`config.mk`:
```
export PLATFORM = sky130hd
export DESIGN_NAME = timepulse_gen
export DESIGN_NICKNAME = d
export VERILOG_FILES = /design/src/rtl/timepulse_gen.sv
export SDC_FILE = /design/constraint.sdc
export NUM_CORES = 1
export LEC_CHECK = 0
export ABC_AREA = 1
export CAP_MARGIN = 25
export CORE_MARGIN = 1.5
export CORE_UTILIZATION = 40
export DETAILED_ROUTE_END_ITERATION = 7
export DONT_BUFFER_PORTS = 1
export GPL_ROUTABILITY_DRIVEN = 0
export PLACE_DENSITY = 0.58
export SETUP_SLACK_MARGIN = 0.15
export SLEW_MARGIN = 10
export SYNTH_ARGS = -nofsm -noshare
export SYNTH_HDL_FRONTEND = slang
export SYNTH_SLANG_ARGS = --single-unit
export TNS_END_PERCENT = 50
```
`constraint.sdc`:
```
create_clock -name clk -period 1.7 [get_ports clk]
set_clock_uncertainty 0.1 [all_clocks]
set_input_delay 0.255 -clock clk [delete_from_list [all_inputs] [get_ports clk]]
set_output_delay 0.255 -clock clk [all_outputs]
set_load 0.01 [all_outputs]
```
`src/rtl/timepulse_gen.sv`:
```
// Divides clk into twelve one-hot timepulses T01..T12 forming one memory cycle time, with free-run and single-MCT step modes.
// Optional two-phase clock outputs ph1/ph2 are compiled in when TP_PHASE_OUT_EN is defined.
module timepulse_gen #(
    parameter int DIV    = 8,
    parameter int TP_RST = 12
) (
    input  logic        clk,
    input  logic        rst,
    input  logic        run,
    input  logic        step_req,
    output logic        step_ack,
    output logic [11:0] tp,
    output logic [3:0]  tp_num,
    output logic        mct,
    output logic        busy,
`ifdef TP_PHASE_OUT_EN
    output logic        ph1,
    output logic        ph2,
`endif
    output logic [1:0]  dbg_state
);

    typedef enum logic [1:0] {
        S_IDLE = 2'd0,
        S_RUN  = 2'd1,
        S_STEP = 2'd2
    } state_t;

    localparam int             CW         = $clog2(DIV);
    localparam logic [CW-1:0]  DIV_LAST   = CW'(DIV - 1);
    localparam logic [11:0]    TP_RST_OH  = 12'd1 << (TP_RST - 1);
    localparam logic [3:0]     TP_RST_NUM = 4'(TP_RST);

    state_t        r_state;
    logic [CW-1:0] r_div;
    logic [11:0]   r_tp;
    logic [3:0]    r_tp_num;
    logic          r_step_ack;
    logic          r_mct;

    state_t        w_state_nxt;
    logic [CW-1:0] w_div_nxt;
    logic [11:0]   w_tp_nxt;
    logic [3:0]    w_tp_num_nxt;
    logic          w_ack_nxt;
    logic          w_mct_nxt;
    logic          w_busy_nxt;
    logic          w_tp_end;

    assign w_tp_end = (r_div == DIV_LAST);

    // Next-state values; every output is registered from these so the outputs
    // always describe the state the FSM is in, not the one it is leaving.
    always_comb begin
        w_state_nxt  = r_state;
        w_div_nxt    = r_div;
        w_tp_nxt     = r_tp;
        w_tp_num_nxt = r_tp_num;
        w_ack_nxt    = 1'b0;
        case (r_state)
            S_IDLE: begin
                if (run) begin
                    w_state_nxt  = S_RUN;
                    w_tp_nxt     = 12'h001;
                    w_tp_num_nxt = 4'd1;
                    w_div_nxt    = '0;
                end else if (step_req && !r_step_ack) begin
                    w_state_nxt  = S_STEP;
                    w_tp_nxt     = 12'h001;
                    w_tp_num_nxt = 4'd1;
                    w_div_nxt    = '0;
                end
            end
            default: begin
                w_div_nxt = w_tp_end ? '0 : r_div + CW'(1);
                if (w_tp_end) begin
                    if (r_tp[11]) begin
                        if (r_state == S_RUN && run) begin
                            w_tp_nxt     = 12'h001;
                            w_tp_num_nxt = 4'd1;
                        end else begin
                            // Stop on the MCT boundary, holding T12.
                            w_state_nxt = S_IDLE;
                            w_ack_nxt   = (r_state == S_STEP);
                        end
                    end else begin
                        w_tp_nxt     = {r_tp[10:0], r_tp[11]};
                        w_tp_num_nxt = r_tp_num + 4'd1;
                    end
                end
            end
        endcase
        w_busy_nxt = (w_state_nxt != S_IDLE);
        w_mct_nxt  = w_busy_nxt && w_tp_nxt[11] && (w_div_nxt == DIV_LAST);
    end

    always_ff @(posedge clk) begin
        if (rst) begin
            r_state    <= S_IDLE;
            r_div      <= '0;
            r_tp       <= TP_RST_OH;
            r_tp_num   <= TP_RST_NUM;
            r_step_ack <= 1'b0;
            r_mct      <= 1'b0;
        end else begin
            r_state    <= w_state_nxt;
            r_div      <= w_div_nxt;
            r_tp       <= w_tp_nxt;
            r_tp_num   <= w_tp_num_nxt;
            r_step_ack <= w_ack_nxt;
            r_mct      <= w_mct_nxt;
        end
    end

`ifdef TP_PHASE_OUT_EN
    localparam logic [CW-1:0] HALF_M2 = CW'(DIV / 2 - 2);
    localparam logic [CW-1:0] HALF    = CW'(DIV / 2);

    logic r_ph1;
    logic r_ph2;

    // Non-overlapping phases with dead bands at DIV/2-1 and DIV-1.
    always_ff @(posedge clk) begin
        if (rst) begin
            r_ph1 <= 1'b0;
            r_ph2 <= 1'b0;
        end else begin
            r_ph1 <= w_busy_nxt && (w_div_nxt <= HALF_M2);
            r_ph2 <= w_busy_nxt && (w_div_nxt >= HALF) && (w_div_nxt != DIV_LAST);
        end
    end

    assign ph1 = r_ph1;
    assign ph2 = r_ph2;
`endif

    assign tp        = r_tp;
    assign tp_num    = r_tp_num;
    assign step_ack  = r_step_ack;
    assign mct       = r_mct;
    assign busy      = (r_state != S_IDLE);
    assign dbg_state = r_state;

endmodule

```
======== Word level (Yosys, flattened, before mapping) ========
Cells that the tools add are included.
word-level totals
  register bits after elaboration ......... 23
  bits in latches ......................... 0
  RAM bits ................................ 0
  memory bits (read-only) ................. 0
  bits of input ports ..................... 4
  output and inout port bits .............. 21
  logic and storage cells ................. 50
  memories kept ........................... 0
operators by class
  $add $sub $neg .......................... 2
  $mul .................................... 0
  divide/modulo/power cells ............... 0
  magnitude comparators ................... 0
  equal/unequal tests ..................... 6
  shift-type cells ........................ 0
  muxes and demuxes ....................... 22
  bitwise operators ....................... 2
  reduce and logical (&&, ||, !) cells .... 11
operators with widths
  operator                                                number
  2-to-1 mux 12 bit                                       6
  2-to-1 mux 4 bit                                        6
  2-to-1 mux 2 bit                                        6
  2-to-1 mux 3 bit                                        4
  equality test 3 bit (second input constant)             2
  nonzero test 2 bit                                      3
  OR reduction 5 bit                                      1
  adder 4 x 1 -> 4 bit (second input constant)            1
  logical AND 1 bit                                       4
  adder 3 x 1 -> 3 bit (second input constant)            1
  inequality test 3 x 1 -> 1 bit (second input constant)  1
  inequality test 3 bit (second input constant)           1
  AND reduction 3 bit                                     1
  equality test 2 x 1 -> 1 bit (second input constant)    1
  equality test 2 bit (second input constant)             1
  logical NOT 2 bit                                       1
  NOT 1 bit                                               2
  logical NOT 1 bit                                       1

======== Logic depth before layout (Yosys ltp) ========
  depth in word-level cells ............... 9
  gate-level depth with buffers ........... 9
  depth with buffers taken out ............ 9

======== Worst setup path after synthesis ========
Ideal clock, no wire load.
  path kind ............................... register -> register
  start ................................... reg r_div[0]
  end ..................................... reg r_tp_num[2] (netlist: tp_num[2])
  data arrival time ....................... 1.230 ns
  data required time ...................... 1.476 ns
  path slack .............................. 0.245 ns
  stages on the path, launching flop included .. 9
  buffers on the path ..................... 1
  period minus slack after synthesis ...... 1.455 ns
  path through ............................ dfxtp_1 ha_1 ha_1 inv_1 nor2_4 nand2_4 buf_12 nand3_1 nand3_1
on the way
  cells in the longest elaborated chain, start to end .. 3
RTL lines
  what                                  line  text
  start: declaration                    35    logic [CW-1:0] r_div;
  start signal: assignment              107   r_div <= w_div_nxt;
  equality test 3 bit                   50    assign w_tp_end = (r_div == DIV_LAST);
  nonzero test 2 bit (no source line)   --
  AND reduction 3 bit (no source line)  --
  end signal: assignment                109   r_tp_num <= w_tp_num_nxt;
  end: declaration                      37    logic [3:0] r_tp_num;
No other way between the ends.
A chain may end at the register's enable or synchronous reset.

======== Worst setup path after layout ========
  start ................................... reg r_div[0]
  end ..................................... reg r_tp[1] (netlist: tp[1])
on the way
  cells in the longest elaborated chain, start to end .. 3
RTL lines
  what                                  line  text
  equality test 3 bit                   50
  nonzero test 2 bit (no source line)   --
  AND reduction 3 bit (no source line)  --
  end signal: assignment                108   r_tp <= w_tp_nxt;
  end: declaration                      36    logic [11:0] r_tp;
No other way between the ends.

==> metrics <==
status complete, but fails checks; failing checks negative hold slack; H-tree levels 1; Post-synth top cells 34 x nand2_1, 23 x dfxtp_1, 13 x nand3_1; DR DRC count 0; Routed Antenna Nets 0; Setup crit end tp[1]$_SDFFE_PP0P_; VDD IR max 0.463 mV; crit-path max cell delay 0.37 ns; Cell Area, Synth 1150 sq um; nets@finish 163; combinational share of power 0.153; Via density 5.23; number of fill cells in the layout 267; R2R Setup Slk 0.22 ns; share of power burned in the clock network 0.248; WL per Instance 12.6 microns; Hold Slack -0.107 ns; Die Wd 56.6 microns; synthesized area per cell 8.09 sq um; Finished Core Util 0.483; CTS tree done; initial antenna violation count 0; Final Hold Violating Endpoints 15; Seq/Total Area, Yosys 0.401; Setup Crit Path Kind flop to flop; P_leak 0.516 nW; Clk Latency, worst-skew pair 0.30 ns; Power Dens Cells 764 nW/um^2; max_cap viols 0; total length of routed wires 2350 microns; share of the synthesized area in the top cell type 0.401; placed cells 169; grt ovf 0; Crit. Startpoint r_div[0]$_SDFF_PP0_; Most Frequent Cell on Critical Path ha_4; Final Max Tran Viols 0; Core ar. 2730 sq um; Sw Ratio 0.293; 1st-pass router iterations 4; Mapped Cells 142; setup TNS 0 ns; Synthesized Nets 149; total CTS buffers 3; maximum fanout along the worst path 8; Sw Pwr 0.296 mW; Area contributors post-synth dfxtp_1 40%, nand2_1 11%, nand3_2 7.0%; RSZ-0062 raised after global routing yes; DR iter-0 viols 26; row count 19; total power 1.01 mW; FF-to-FF path depth 8; dpl hpwl 1640 microns; CTS clk-pin slew, worst paths 0.12 ns; #FFs+latches synth 23; final setup fails 0; Highest Clock Rate 675 MHz; io pins 25; Netlist cell types 26; Post-synth ARST share 0; fin crit share 0.871; Total GRT Usage 0.147; Post-synth EDFFs 0; full die area 3200 sq um; PortBufs 0; layout cell share with drive strength beyond 1 0.310; CP Cell Sequence ha_4 -> ha_4 -> inv_2 -> nor2_4 -> nand2_8 -> buf_4 -> nand3_2 -> a21oi_2; sequential share of power 0.600; ant diodes 0; first-pass GRT wire length 3740 microns; most frequent cell after synthesis nand2_1; internal power 0.713 mW; Most used DFF post-synth dfxtp_1; Worst R2R Start r_div[0]$_SDFF_PP0_; worst path arrival time 1.60 ns; Syn-to-layout area delta 14.9%; largest net degree at the start of global routing 19; Vias 972; Root Driver clkbuf_4; Slew @ Worst Pin 0.355 ns; worst path required time 1.82 ns; yosys warns 0; CP Capture Type flop; relative slew slack 0.763; Yosys top cell by area dfxtp_1; Slowest cell on crit path dfxtp_2; fin crit period 1.48 ns; final cell count without fillers 186; number of global-route vias before repair 851; Die H 56.6 microns; startpoint types flop; Tightest Hold Check Type input pin to flop; Starting Density 0.420; reg2reg end tp[1]$_SDFFE_PP0P_; clock sink count 23; buffers from clock root to sink, at most 2
## power by group through the flow
stage	clock network, mW	logic (mW)	registers [mW]
floorplan	0	0.120	0.607
global placement	0	0.127	0.614
detailed placement	0	0.128	0.616
CTS	0.262	0.134	0.604
global route	0.285	0.172	0.610
finish	0.250	0.154	0.605
## repair_timing
action,in CTS,in global routing
pin swaps,1,2
cloned,0,1
resized for setup,7,6
endpoints found under the hold margin,15,15
setup buffers,0,12
endpoints found under the setup margin,15,10
## worst max-delay path: cells and delay by family (launching register included)
family          cells  cell delay [ns]
flops               1             0.37
simple gates        3             0.37
fa+ha+maj           2             0.29
buf+inv             2             0.22
compound gates      1             0.05
## cells in the final DEF (no fill, tap or decap), types with 3 or more instances in the layout
cell       n
dfxtp_1   19
nor2_4     3
a21oi_2    8
nand3_2    8
a21oi_1    6
inv_1     11
nor2_1    11
clkbuf_4   3
nand3_1   13
buf_4     12
nand4_1    4
nand2_1   33
dfxtp_2    4
## kinds of logic after synthesis
group	after synthesis	synth area share
and+or+nand+nor	79	0.367
DFF	23	0.401
buffers and inverters	17	0.0784
adders and majority gates	3	0.0327
xor gates and xnor gates	1	0.00763
AOI/OAI and AO/OA	19	0.113
## how the worst min path moves through the flow
stage,start,end,slack [ns],depth (start not counted)
floorplan,step_req,dbg_state[1]$_SDFF_PP0_,0.34,2
finish,rst,dbg_state[1]$_SDFF_PP0_,-0.11,1
global placement,rst,tp[10]$_SDFFE_PP0P_,0.22,1
global route,rst,tp[1]$_SDFFE_PP0P_,-0.14,1
CTS,rst,tp[1]$_SDFFE_PP0P_,-0.12,1
detailed placement,rst,tp[1]$_SDFFE_PP0P_,0.22,1
## metrics by stage
| stage | setup slack, ns | instance area (sq um) |
|---|---|---|
| 6_report | 0.219 | 1320 |
| 5_1_grt | 0.148 | 1320 |
| 4_1_cts | 0.157 | 1200 |
| 3_5_place_dp | -0.000542 | 1150 |
| 3_3_place_gp | 0.118 | 1150 |
| 2_1_floorplan | 0.245 | 1150 |
## layer usage
layer	track usage	wire length, microns
met5	0	0
met4	0.0646	17
met3	0.0415	137
met2	0.233	1090
met1	0.186	1100
## registers in the layout, summed over array words and instances, names as in the netlist
| name | flops |
|---|---|
| mct | 1 |
| r_div | 3 |
| tp_num | 4 |
| step_ack | 1 |
| dbg_state | 2 |
| tp | 12 |
## area by class of cell
| cell class | count | area (sq um) | area share |
|---|---|---|---|
| timing repair buffer | 12 | 90.1 | 0.0682 |
| inverter | 13 | 50.0 | 0.0379 |
| sequential | 23 | 465 | 0.353 |
| clock buffer | 4 | 26.3 | 0.0199 |
| multi-input combinational | 103 | 649 | 0.492 |
| tap | 31 | 38.8 | 0.0294 |
Note: power is estimated with default switching activity, not from simulation.
